`src/rtl/nap_timer_ctrl.sv`:
```
// Power-nap sequencer: arms the keypad, latches a clamped BCD duration, counts it down
// once per second and holds a self-expiring alarm.
module nap_timer_ctrl #(
   parameter int TICKS_PER_SEC = 50_000_000,
   parameter int ALARM_SEC     = 10
) (
   input  logic       clock,
   input  logic       reset,
   input  logic       start,
   input  logic       cancel,
   input  logic       completeSetting,
   input  logic [3:0] one_sec,
   input  logic [3:0] ten_sec,
   input  logic [3:0] one_min,
   output logic       keypad_en,
   output logic [3:0] rem_min,
   output logic [3:0] rem_ten,
   output logic [3:0] rem_one,
   output logic       running,
   output logic       alarm,
   output logic       done,
   output logic [1:0] state_dbg
);

   localparam int PW = (TICKS_PER_SEC > 2) ? $clog2(TICKS_PER_SEC) : 1;
   localparam int AW = (ALARM_SEC > 1) ? $clog2(ALARM_SEC + 1) : 1;

   localparam logic [PW-1:0] PRESC_MAX = PW'(TICKS_PER_SEC - 1);
   localparam logic [AW-1:0] ASEC_LAST = AW'(ALARM_SEC - 1);

   localparam logic [1:0] IDLE  = 2'd0;
   localparam logic [1:0] SETUP = 2'd1;
   localparam logic [1:0] RUN   = 2'd2;
   localparam logic [1:0] ALARM = 2'd3;

   logic [1:0]    state;
   logic [PW-1:0] presc;
   logic [AW-1:0] asec;
   logic [3:0]    c_one, c_ten, c_min;
   logic          tick;
   logic          last_sec;

   // Out-of-range keypad digits saturate to the largest legal BCD digit
   assign c_one = (one_sec > 4'd9) ? 4'd9 : one_sec;
   assign c_ten = (ten_sec > 4'd5) ? 4'd5 : ten_sec;
   assign c_min = (one_min > 4'd9) ? 4'd9 : one_min;

   assign tick     = (presc == PRESC_MAX);
   assign last_sec = (rem_min == 4'd0) && (rem_ten == 4'd0) && (rem_one == 4'd1);

   assign keypad_en = (state == SETUP);
   assign running   = (state == RUN);
   assign alarm     = (state == ALARM);
   assign state_dbg = state;

   always_ff @(posedge clock or negedge reset) begin
      if (!reset) begin
         state   <= IDLE;
         presc   <= '0;
         asec    <= '0;
         rem_min <= 4'd0;
         rem_ten <= 4'd0;
         rem_one <= 4'd0;
         done    <= 1'b0;
      end else begin
         done <= 1'b0;
         case (state)
            IDLE: begin
               if (!cancel && start) state <= SETUP;
            end
            SETUP: begin
               // start outranks completeSetting, so a held start defers the load
               if (cancel) begin
                  state <= IDLE;
               end else if (!start && completeSetting) begin
                  if ({c_min, c_ten, c_one} == 12'd0) begin
                     state <= IDLE;
                  end else begin
                     state   <= RUN;
                     rem_min <= c_min;
                     rem_ten <= c_ten;
                     rem_one <= c_one;
                     presc   <= '0;
                  end
               end
            end
            RUN: begin
               if (cancel) begin
                  state   <= IDLE;
                  presc   <= '0;
                  rem_min <= 4'd0;
                  rem_ten <= 4'd0;
                  rem_one <= 4'd0;
               end else begin
                  presc <= tick ? '0 : presc + PW'(1);
                  if (tick) begin
                     if (last_sec) begin
                        state   <= ALARM;
                        done    <= 1'b1;
                        rem_one <= 4'd0;
                     end else if (rem_one != 4'd0) begin
                        rem_one <= rem_one - 4'd1;
                     end else begin
                        rem_one <= 4'd9;
                        if (rem_ten != 4'd0) begin
                           rem_ten <= rem_ten - 4'd1;
                        end else begin
                           rem_ten <= 4'd5;
                           rem_min <= rem_min - 4'd1;
                        end
                     end
                  end
               end
            end
            ALARM: begin
               if (cancel || start) begin
                  state <= IDLE;
                  presc <= '0;
                  asec  <= '0;
               end else begin
                  presc <= tick ? '0 : presc + PW'(1);
                  if (tick) begin
                     if (asec == ASEC_LAST) begin
                        state <= IDLE;
                        presc <= '0;
                        asec  <= '0;
                     end else begin
                        asec <= asec + AW'(1);
                     end
                  end
               end
            end
            default: state <= IDLE;
         endcase
      end
   end

endmodule

```
`config.mk`:
```
export PLATFORM = sky130hd
export DESIGN_NAME = nap_timer_ctrl
export DESIGN_NICKNAME = d
export VERILOG_FILES = /design/src/rtl/nap_timer_ctrl.sv
export SDC_FILE = /design/constraint.sdc
export NUM_CORES = 1
export LEC_CHECK = 0
export ABC_CLOCK_PERIOD_IN_PS = 3000
export CORE_MARGIN = 2
export CORE_UTILIZATION = 35
export DETAILED_ROUTE_END_ITERATION = 16
export MAX_ROUTING_LAYER = met4
export PLACE_DENSITY = 0.51
export SLEW_MARGIN = 10
export SYNTH_ARGS = -nofsm -noshare
export SYNTH_HDL_FRONTEND = slang
export SYNTH_SLANG_ARGS = --single-unit
```
`constraint.sdc`:
```
create_clock -name clock -period 3 [get_ports clock]
set_input_delay 0.6 -clock clock [delete_from_list [all_inputs] [get_ports clock]]
set_output_delay 0.6 -clock clock [all_outputs]
set_load 0.01 [all_outputs]
```
==> impl_metrics.csv <==
group,metric,value,unit
sta,report.final.slew_viol_count,0,
power,net-switching-power,825.0,uW
sta,rsz0062_at_grt,"false",
power,cellPowerDensity,641.3,nW/um^2
worst_setup_path,rrSetupSlack,0.58,ns
placed_design,dpl.hpwl,5.162,mm
logic_synthesis,netlist_area,2695,sq um
worst_setup_path,crit_buf_inv,2,
layout,fillCellCount,749,
drt,wl_per_cell,15.24,um
hold_path,hold_class,"input port to async pin",
sta,setup_viol,0,
worst_setup_path,ff2ff_path_depth,8,
drt,first_pass_iters,4,
global_routing,grt_pass1_vias,2335,
logic_synthesis,avgSynthCellArea,8.638,sq um
logic_synthesis,synth_compound_area_share,17.73,%
sta,finalSetupTns,0,ns
sta,worst_pin_slew,0.6649,ns
drt,drt_iter0_markers,83,
global_routing,grtUsageTotal,17.96,%
worst_setup_path,cp-start-kind,"flop",
clocking,tritoncts,"done",
logic_synthesis,synthFlopType,"dfrtp_1",
clocking,worstSkewPairLatency,0.30,ns
power,total_power,2.101,mW
global_routing,antenna_found_initial,0,
floorplan,std_cell_rows,31,
drt,postRouteAntennaNets,0,
floorplan,start_util,36.57,%
sta,finalHoldViolations,0,
power,p_int,1.276,mW
worst_setup_path,required,2.40,ns
clocking,cts.path.max_buffers,2,
logic_synthesis,synthMuxAreaShare,0.8357,%
worst_setup_path,slowest_stage,"clkdlybuf4s50_1",
floorplan,dieArea,8418,sq um
logic_synthesis,synth-simple-area-share,28.69,%
sta,layout_min_cycle_time,2.474,ns
logic_synthesis,synthTopCellsByArea,"dfrtp_1, nor2_1, nand2_1, xor2_1, o21ai_0",
global_routing,grt_max_degree,24,
layout,area_growth,21.54,%
power,p_comb_share,41.8,%
logic_synthesis,synth-xor-area-share,5.850,%
clocking,postCtsSetupRepairBufs,0,
logic_synthesis,synth_enable_flop_cells,0,
logic_synthesis,synthAdderAreaFrac,2.321,%
logic_synthesis,syn_inst,312,
worst_setup_path,worst-path-max-fanout,9,
logic_synthesis,mappedNetlistNets,334,
layout,drive_above_1_share,7.022,%
sta,finClkSkew,0.01357,ns
clocking,cts_buffers,5,
worst_setup_path,cp.arrival,1.87,ns
worst_setup_path,crit_type,"flop to output pin",
floorplan,die_width,91.75,um
drt,wirelength,6.935,mm
job,maxCapViolCount,0,
logic_synthesis,synth_async_sr_flop_share,100.0,%
global_routing,grt_pass1_wl,11.85,mm
floorplan,die_h,91.75,um
sta,hold_ws,0.2735,ns
logic_synthesis,yosys.area.top_type,"dfrtp_1",
global_routing,grt_overflow,0,
drt,vias,2434,
logic_synthesis,yosysUniqueCellTypes,54,
floorplan,coreArea,7370,sq um
sta,finalCritPeriodShare,82.46,%
drt,drc,0,
worst_setup_path,crit_family,"buffers and inverters",
worst_setup_path,crit_chain,"nand2b_1 -> inv_2 -> clkdlybuf4s50_1",
power,sw_frac_of_total,39.27,%
worst_setup_path,r2r_start,"presc[0]",
worst_setup_path,cp-end-kind,"output pin",
clocking,htree_num_levels,2,
floorplan,num_io_pins,35,
power,clkPwrFrac,17.9,%
clocking,clkSinkCount,45,
drt,vias_per_cell,5.349,
logic_synthesis,ys_ff_latch,45,
placed_design,port-buffer-count,34,
sta,relSlewSlack,55.26,%
layout,final_core_util,44.45,%
power,irDropWorstVdd,0.0002946,V
logic_synthesis,ys_seq_area_share,41.78,%
clocking,post_cts_resized,0,
clocking,holdBufCountCts,0,
sta,fmax,404.2,MHz
logic_synthesis,synth_top_family_by_area,"simple AND/OR/NAND/NOR gates",
logic_synthesis,yosys_warnings,0,
worst_setup_path,slowest_delay,0.56,ns
clocking,clk_pin_slew_worst_paths,0.09,ns
logic_synthesis,netlist.area_leader.share,41.78,%
placed_design,routabilityCongestion,0.8408,
layout,diodes,0,
power,seqPwrFrac,40.3,%
power,leakage,1.309,nW
layout,nNetsFinal,377,
worst_setup_path,reg2reg_to,"rem_min[0]",
outcome,status,"finished clean",
clocking,cts_root_buffer,"clkbuf_8",
placed cells by master, fill, tap and decap left out, drive strengths merged, types with 4 or more instances in the layout:
master         count
ha                 5
nor3              12
nor4               9
nor4b              4
nand4             13
dfrtp             45
a21oi             11
and3               4
nand2             32
nand3             12
nand2b             4
xor2              13
nor2              38
xnor2              5
clkdlybuf4s50     33
a31oi              4
o21ai             34
clkbuf             7
inv               12
buf               10
cell type report:
type	count	area [sq um]	share of cell area, %
repair buffers	43	402.9	12.30
inverters	12	45.04	1.375
clock inverters	1	7.507	0.2292
well taps	99	123.9	3.782
flip-flops and latches	45	1126	34.38
multi-input cells	248	1494	45.61
clock buffers	7	76.32	2.330
how the worst max path moves through the flow:
| stage | start | endpoint | slack (ns) | depth (start not counted) |
|---|---|---|---|---|
| floorplan | ten_sec[0] | rem_one[2] | 0.85 | 6 |
| global placement | cancel | presc[4] | 0.35 | 6 |
| detailed placement | cancel | state_dbg[0] | 0.30 | 6 |
| CTS | state_dbg[0] | running | 0.50 | 3 |
| global route | presc[0] | rem_min[0] | 0.38 | 8 |
| finish | state_dbg[0] | running | 0.53 | 3 |
synth_stat cells (4+ instances only):
library cell	instances
nand3_1	12
nor3_1	11
dfrtp_1	45
nor2_1	37
a31oi_1	4
nand4_1	13
clkbuf_1	4
nor4_1	9
inv_1	11
xor2_1	13
and3_1	4
nand2_1	32
o21ai_1	17
ha_1	5
xnor2_1	5
a21oi_1	10
nand2b_1	4
o21ai_0	17
registers in the layout (all words and copies together) (netlist names):
| name | flops |
|---|---|
| presc | 26 |
| done | 1 |
| rem_ten | 4 |
| rem_one | 4 |
| asec | 4 |
| rem_min | 4 |
| state_dbg | 2 |
cell families after synthesis:
| kind of cell | after synthesis |
|---|---|
| simple gates | 149 |
| xor+xnor | 18 |
| flops | 45 |
| fa+ha+maj | 5 |
| compound gates | 74 |
| buf+inv | 19 |
| mux | 2 |
power groups by stage:
stage          registers [mW]  logic, mW  clock network (mW)
3_5_place_dp            0.860      0.889                   0
4_1_cts                 0.848      0.894               0.396
5_1_grt                 0.865      0.980               0.427
3_3_place_gp            0.859      0.888                   0
6_report                0.846      0.879               0.376
2_1_floorplan           0.862      0.468                   0
worst reg2reg max path: stages, from the launching register on:
cell,delay [ns]
dfrtp_1,0.42
ha_1,0.21
and3_1,0.27
nand3_1,0.25
or4_4,0.57
a21o_1,0.21
buf_4,0.16
a221oi_2,0.16
a21oi_1,0.06
per-stage QoR:
step	cell area (sq um)	cells	setup WS, ns
after floorplan	2695	312	0.8536
after global placement	3192	447	0.3513
after detailed placement	3192	447	0.3022
after CTS	3276	455	0.4981
after global routing	3276	455	0.3830
final	3276	455	0.5261
routing by layer:
layer / vias up / global-route usage, % / wire length (um)
met5: - / - / 0
met4: 0 / 4.726 / 47
met3: 4 / 2.876 / 150
met2: 29 / 27.27 / 3175
met1: 1181 / 25.12 / 3563
li1: 1220 / - / -
Power figures use the tool's default switching activity.
